### src/rtl/adc_uart_sequencer_pkg.sv
// Shared types and constants for the ADC scan / UART framing sequencer.
// ADC_SEQ_CHECKSUM_EN adds a fourth XOR checksum byte to every frame.
package adc_uart_sequencer_pkg;

  typedef enum logic [2:0] {
    S_IDLE,
    S_START,
    S_WAIT_ADC,
    S_SEND_HDR,
    S_SEND_MSB,
    S_SEND_LSB,
`ifdef ADC_SEQ_CHECKSUM_EN
    S_SEND_CRC,
`endif
    S_NEXT
  } state_e;

  localparam logic [2:0]  HEADER_TAG   = 3'b101;
  localparam logic [15:0] TIMEOUT_DATA = 16'hFFFF;

`ifdef ADC_SEQ_CHECKSUM_EN
  localparam int FRAME_BYTES = 4;
`else
  localparam int FRAME_BYTES = 3;
`endif

  function automatic logic [7:0] header_byte(input logic to_flag, input logic [3:0] ch);
    return {HEADER_TAG, to_flag, ch};
  endfunction

endpackage

### src/rtl/adc_uart_sequencer_tick_divider.sv
// Free-running sample-tick divider; held at zero while enable is low.
module tick_divider #(
  parameter int TICK_DIV = 10
) (
  input  logic clk_in,
  input  logic reset,
  input  logic enable,
  output logic tick
);

  localparam int CW = (TICK_DIV > 2) ? $clog2(TICK_DIV) : 1;
  localparam logic [CW-1:0] LAST = CW'(TICK_DIV - 1);

  logic [CW-1:0] cnt_q, cnt_d;

  always_comb begin
    cnt_d = cnt_q;
    if (!enable || cnt_q == LAST) cnt_d = '0;
    else                          cnt_d = cnt_q + 1'b1;
  end

  assign tick = enable && (cnt_q == LAST);

  always_ff @(posedge clk_in) begin
    if (reset) cnt_q <= '0;
    else       cnt_q <= cnt_d;
  end

endmodule

### src/rtl/adc_uart_sequencer.sv
// Periodic ADC scan controller: converts every channel per tick and ships each result
// as a framed byte stream over valid/ready. Optional macro: ADC_SEQ_CHECKSUM_EN.
module adc_uart_sequencer
  import adc_uart_sequencer_pkg::*;
#(
  parameter int CLOCK       = 50000000,
  parameter int SAMPLE_RATE = 100,
  parameter int NUM_CH      = 4,
  parameter int ADC_BITS    = 12,
  parameter int ADC_TIMEOUT = 1000
) (
  input  logic                clk_in,
  input  logic                reset,
  input  logic                enable,
  output logic                adc_start,
  output logic [3:0]          adc_ch,
  input  logic                adc_done,
  input  logic [ADC_BITS-1:0] adc_data,
  output logic [7:0]          tx_data,
  output logic                tx_valid,
  input  logic                tx_ready,
  output logic                busy,
  output logic                overrun
);

  localparam int TICK_DIV = CLOCK / SAMPLE_RATE;
  localparam int TW = (ADC_TIMEOUT > 1) ? $clog2(ADC_TIMEOUT) : 1;
  localparam logic [TW-1:0] TO_LAST = TW'(ADC_TIMEOUT - 1);
  localparam logic [3:0]    LAST_CH = 4'(NUM_CH - 1);

  state_e        state_q, state_d;
  logic [3:0]    ch_q, ch_d;
  logic [TW-1:0] to_cnt_q, to_cnt_d;
  logic          gap_q, gap_d;
  logic          overrun_q, overrun_d;
  logic [15:0]   data_q;
  logic          to_flag_q;
  logic          tick, xfer, to_hit;
  logic [7:0]    hdr_byte;

  tick_divider #(.TICK_DIV(TICK_DIV)) u_tick (
    .clk_in (clk_in),
    .reset  (reset),
    .enable (enable),
    .tick   (tick)
  );

  assign xfer     = tx_valid && tx_ready;
  assign to_hit   = (to_cnt_q == TO_LAST);
  assign hdr_byte = header_byte(to_flag_q, ch_q);

  always_ff @(posedge clk_in) begin
    if (reset) state_q <= S_IDLE;
    else       state_q <= state_d;
  end

  always_comb begin
    state_d = state_q;
    unique case (state_q)
      S_IDLE:     if (tick) state_d = S_START;
      S_START:    state_d = S_WAIT_ADC;
      S_WAIT_ADC: if (adc_done || to_hit) state_d = S_SEND_HDR;
      S_SEND_HDR: if (xfer) state_d = S_SEND_MSB;
      S_SEND_MSB: if (xfer) state_d = S_SEND_LSB;
`ifdef ADC_SEQ_CHECKSUM_EN
      S_SEND_LSB: if (xfer) state_d = S_SEND_CRC;
      S_SEND_CRC: if (xfer) state_d = S_NEXT;
`else
      S_SEND_LSB: if (xfer) state_d = S_NEXT;
`endif
      S_NEXT:     state_d = (ch_q == LAST_CH) ? S_IDLE : S_START;
      default:    state_d = S_IDLE;
    endcase
  end

  // gap_q masks tx_valid for the cycle after each transfer inside a frame
  always_comb begin
    ch_d      = ch_q;
    to_cnt_d  = to_cnt_q;
    gap_d     = xfer && (state_d != S_NEXT);
    overrun_d = overrun_q | (tick && state_q != S_IDLE);
    if (state_q == S_IDLE && tick)           ch_d = '0;
    if (state_q == S_NEXT && ch_q != LAST_CH) ch_d = ch_q + 1'b1;
    if (state_q == S_START)                  to_cnt_d = '0;
    if (state_q == S_WAIT_ADC)               to_cnt_d = to_cnt_q + 1'b1;
  end

  always_ff @(posedge clk_in) begin
    if (reset) begin
      ch_q      <= '0;
      to_cnt_q  <= '0;
      gap_q     <= 1'b0;
      overrun_q <= 1'b0;
    end else begin
      ch_q      <= ch_d;
      to_cnt_q  <= to_cnt_d;
      gap_q     <= gap_d;
      overrun_q <= overrun_d;
    end
  end

  // adc_done takes priority over a timeout landing in the same cycle
  always_ff @(posedge clk_in) begin
    if (state_q == S_WAIT_ADC) begin
      if (adc_done) begin
        data_q    <= 16'(adc_data);
        to_flag_q <= 1'b0;
      end else if (to_hit) begin
        data_q    <= TIMEOUT_DATA;
        to_flag_q <= 1'b1;
      end
    end
  end

  always_comb begin
    adc_start = (state_q == S_START);
    adc_ch    = ch_q;
    busy      = (state_q != S_IDLE);
    overrun   = overrun_q;
    tx_valid  = 1'b0;
    tx_data   = '0;
    unique case (state_q)
      S_SEND_HDR: begin tx_valid = !gap_q; tx_data = hdr_byte;     end
      S_SEND_MSB: begin tx_valid = !gap_q; tx_data = data_q[15:8]; end
      S_SEND_LSB: begin tx_valid = !gap_q; tx_data = data_q[7:0];  end
`ifdef ADC_SEQ_CHECKSUM_EN
      S_SEND_CRC: begin tx_valid = !gap_q; tx_data = hdr_byte ^ data_q[15:8] ^ data_q[7:0]; end
`endif
      default: ;
    endcase
  end

endmodule

### config.mk
export PLATFORM = sky130hd
export DESIGN_NAME = adc_uart_sequencer
export DESIGN_NICKNAME = d
export VERILOG_FILES = /design/src/rtl/adc_uart_sequencer_pkg.sv /design/src/rtl/adc_uart_sequencer_tick_divider.sv /design/src/rtl/adc_uart_sequencer.sv
export SDC_FILE = /design/constraint.sdc
export NUM_CORES = 1
export LEC_CHECK = 0
export ABC_AREA = 1
export ABC_CLOCK_PERIOD_IN_PS = 3100
export CAP_MARGIN = 20
export CORE_AREA = 2 2 71 73
export CTS_BUF_LIST = sky130_fd_sc_hd__clkbuf_4 sky130_fd_sc_hd__clkbuf_8
export DETAILED_ROUTE_END_ITERATION = 16
export DIE_AREA = 0 0 73 75
export PLACE_DENSITY = 0.84
export SLEW_MARGIN = 5
export SYNTH_ARGS = -nofsm -noshare
export SYNTH_HDL_FRONTEND = slang
export SYNTH_HIERARCHICAL = 1
export SYNTH_SLANG_ARGS = --single-unit
### constraint.sdc
create_clock -name clk_in -period 3.1 [get_ports clk_in]
set_input_delay 0.775 -clock clk_in [delete_from_list [all_inputs] [get_ports clk_in]]
set_output_delay 0.775 -clock clk_in [all_outputs]
set_load 0.03 [all_outputs]
==> results.cfg <==
[timing]
slew_violations = 0
fin_crit_ps = 2900
max_freq_ghz = 0.345
report.final.hold_viol_count = 0
period_share_pct = 93.4
fin_skew_ps = 16.3
rsz0062_at_grt = false
setup_slack_ps = 204
slew_headroom_pct = 65.6
final.setup.tns_ps = 0
tightest_slew_ps = 516
setup_violations = 0

[global_routing]
track_usage_pct = 22.2
antenna_found_initial = 0
grt_pass1_vias = 2105
grt_max_degree = 20
grt_pass1_wl_um = 9300
grt_overflow_total = 0

[route]
drtIter0Drc = 108
dr_total_vias = 2306
drt-total-wl_um = 5560
routedWlPerCell_um = 12.2
antenna_left = 0
drtPass1Iterations = 4
drt-vias-per-instance = 5.07
drc = 0

[synth]
synth_edf_count = 13
yosysWarnings = 6
avgSynthCellArea_um2 = 7.40
yosysTopAreaCell = dfxtp_1
synthFlopType = dfxtp_1
syn_area_mm2 = 0.00270
synth_area_leaders = dfxtp_1 (28%), edfxtp_1 (14%), nand2_1 (12%), nor2_1 (8.5%), nand3_1 (6.1%)
yosysSeqAreaShare_pct = 42.6
synth_top_area_share_pct = 28.2
syn_nets = 385
synth_cell_types = 35
synthCells = 365
synth_seq_cells = 51
asyncSetResetFlopFracSynth_pct = 0

[power]
leakagePower_nw = 1.12
p_per_area_mw_per_mm2 = 378
total_power_mw = 1.20
ir_worst_vdd_mv = 0.276

[finish]
multi_input_area_mm2 = 0.00135
drive_above_1_share_pct = 12.5
syn_to_final_growth_pct = 17.4
seq_area_mm2 = 0.00115
instances_no_fill = 455
n_antenna_cell = 0
layout.nets = 420
fill_cells = 386
final_core_util_pct = 68.0

[floorplan]
pin_count = 33
core_mm2 = 0.00466
die_area_mm2 = 0.00548
start_util_pct = 58.0
fp.dieH_um = 75
rows = 25
die_width_um = 73

[place]
pre_cts_ws_ps = 455
gp_congestion = 0.856
hpwl_um = 4110
port_buffers = 32
dp_cells = 447

[clock_tree]
clk_latency_ps = 310
clock-root-buffer = clkbuf_8
cts_tree = done
cts_setup_buffers = 0
cts.repair.resized = 0
cts_buffers = 5
hold_buffers = 0
h-tree-depth = 2
cts.path.max_buffers = 2
clock_sinks = 51
clk_pin_slew_worst_paths_ps = 100

[critical_path]
ff2ff_setup_slack_ps = 1310
startpoint_type = register
crit_family = buffers and inverters
slowest_delay_ps = 700
crit_path_max_fanout = 8
crit_required_ps = 2320
criticalPathCategory = reg -> out
crit_path_top_delay_cell = clkdlybuf4s50_1
critPathBufInv = 4
crit_chain = inv_2 -> nand2_2 -> inv_1 -> nand2_1 -> inv_2 -> nand2_1 -> o211ai_1 -> clkdlybuf4s50_1
cp.arrival_ps = 2120
critPathCaptureType = output pin

[status]
status = complete, no violations

[run]
cap_violations = 0

[hold_path]
hold_path_class = reg -> reg
-- layout make-up --
class                   instances  share of cell area (%)
clock buffers                   6                    2.41
multi-input cells             266                    42.5
clock inverters                 2                    1.14
flip-flops and latches         51                    36.3
inverters                      43                    5.17
well taps                      54                    2.13
repair buffers                 33                    10.3
-- power breakdown --
| part | switching [mW] | total [mW] | internal, mW |
|---|---|---|---|
| combinational | 0.0180 | 0.0440 | 0.0260 |
| clock | 0.223 | 0.473 | 0.250 |
| sequential | 0.00108 | 0.683 | 0.682 |
-- synth_stat cells, types with 2 or more instances --
master and count:
a21oi_1 13, a21oi_2 2, clkbuf_1 2, dfxtp_1 38, edfxtp_1 13, ha_1 3, inv_1 37, inv_2 5
nand2_1 83, nand2_2 7, nand3_1 33, nand3_2 4, nand3_4 2, nand4_1 5, nor2_1 61, nor2_2 3
nor2_4 2, nor3_1 6, o211ai_1 3, o21ai_0 5, o21ai_1 4, o21bai_1 3, or2_2 12, xnor2_1 4
xor2_1 5
-- layout by cell type (no fill, tap or decap), types with 6 or more instances in the layout --
| master | netlist | routed |
|---|---|---|
| dfxtp_1 | 38 | 38 |
| edfxtp_1 | 13 | 13 |
| nand2_1 | 83 | 83 |
| clkdlybuf4s50_1 | 0 | 32 |
| or2_2 | 12 | 12 |
| inv_1 | 37 | 37 |
| a21oi_1 | 13 | 13 |
| nor3_1 | 6 | 6 |
| nand2_2 | 7 | 7 |
| nand3_1 | 33 | 33 |
| nor2_1 | 61 | 60 |
-- flip-flops by register name, summed over array words and instances, names as in the netlist --
register	cells
adc_ch	4
gap_q	1
to_cnt_q	10
state_q	3
data_q	13
u_tick/cnt_q	19
overrun	1
-- worst reg2reg max path, cell delays in order, from the launching register on --
cell and delay (ps):
dfxtp_1 390, ha_1 170, nand2_1 120, nor2_1 130
nand3_1 70, nand2_1 60, nand2_1 80, inv_1 400
-- stage by stage --
| stage | hold WS, ps | area, µm² |
|---|---|---|
| floorplan | 430 | 2700 |
| global placement | 442 | 3060 |
| detailed placement | 449 | 3060 |
| CTS | 475 | 3170 |
| global route | 517 | 3170 |
| finish | 472 | 3170 |
-- kinds of logic (layout without fill, tap and decap cells) --
family / after synthesis / in the layout / synth area share (%)
compound gates: 33 / 33 / 7.23
flops: 51 / 51 / 42.6
simple gates: 221 / 221 / 38.3
fa+ha+maj: 3 / 3 / 1.39
xor+xnor: 9 / 9 / 2.92
buf+inv: 48 / 84 / 7.60
-- per-layer routing --
layer	vias up	track usage [%]	wire length, µm
met4	0	8.64	78
met2	23	35.4	2660
met5	-	0	0
met3	7	4.82	150
li1	1238	-	-
met1	1038	29.5	2670
-- worst paths after layout --
kind,start,to,cells after the start
setup reg to reg,to_cnt_q[0],data_q[3],7
hold / removal,u_tick/cnt_q[0],u_tick/cnt_q[0],1
hold reg to reg,u_tick/cnt_q[0],u_tick/cnt_q[0],1
setup / recovery,state_q[1],tx_data[3],8
No activity file was read; power rests on OpenSTA's default activity.
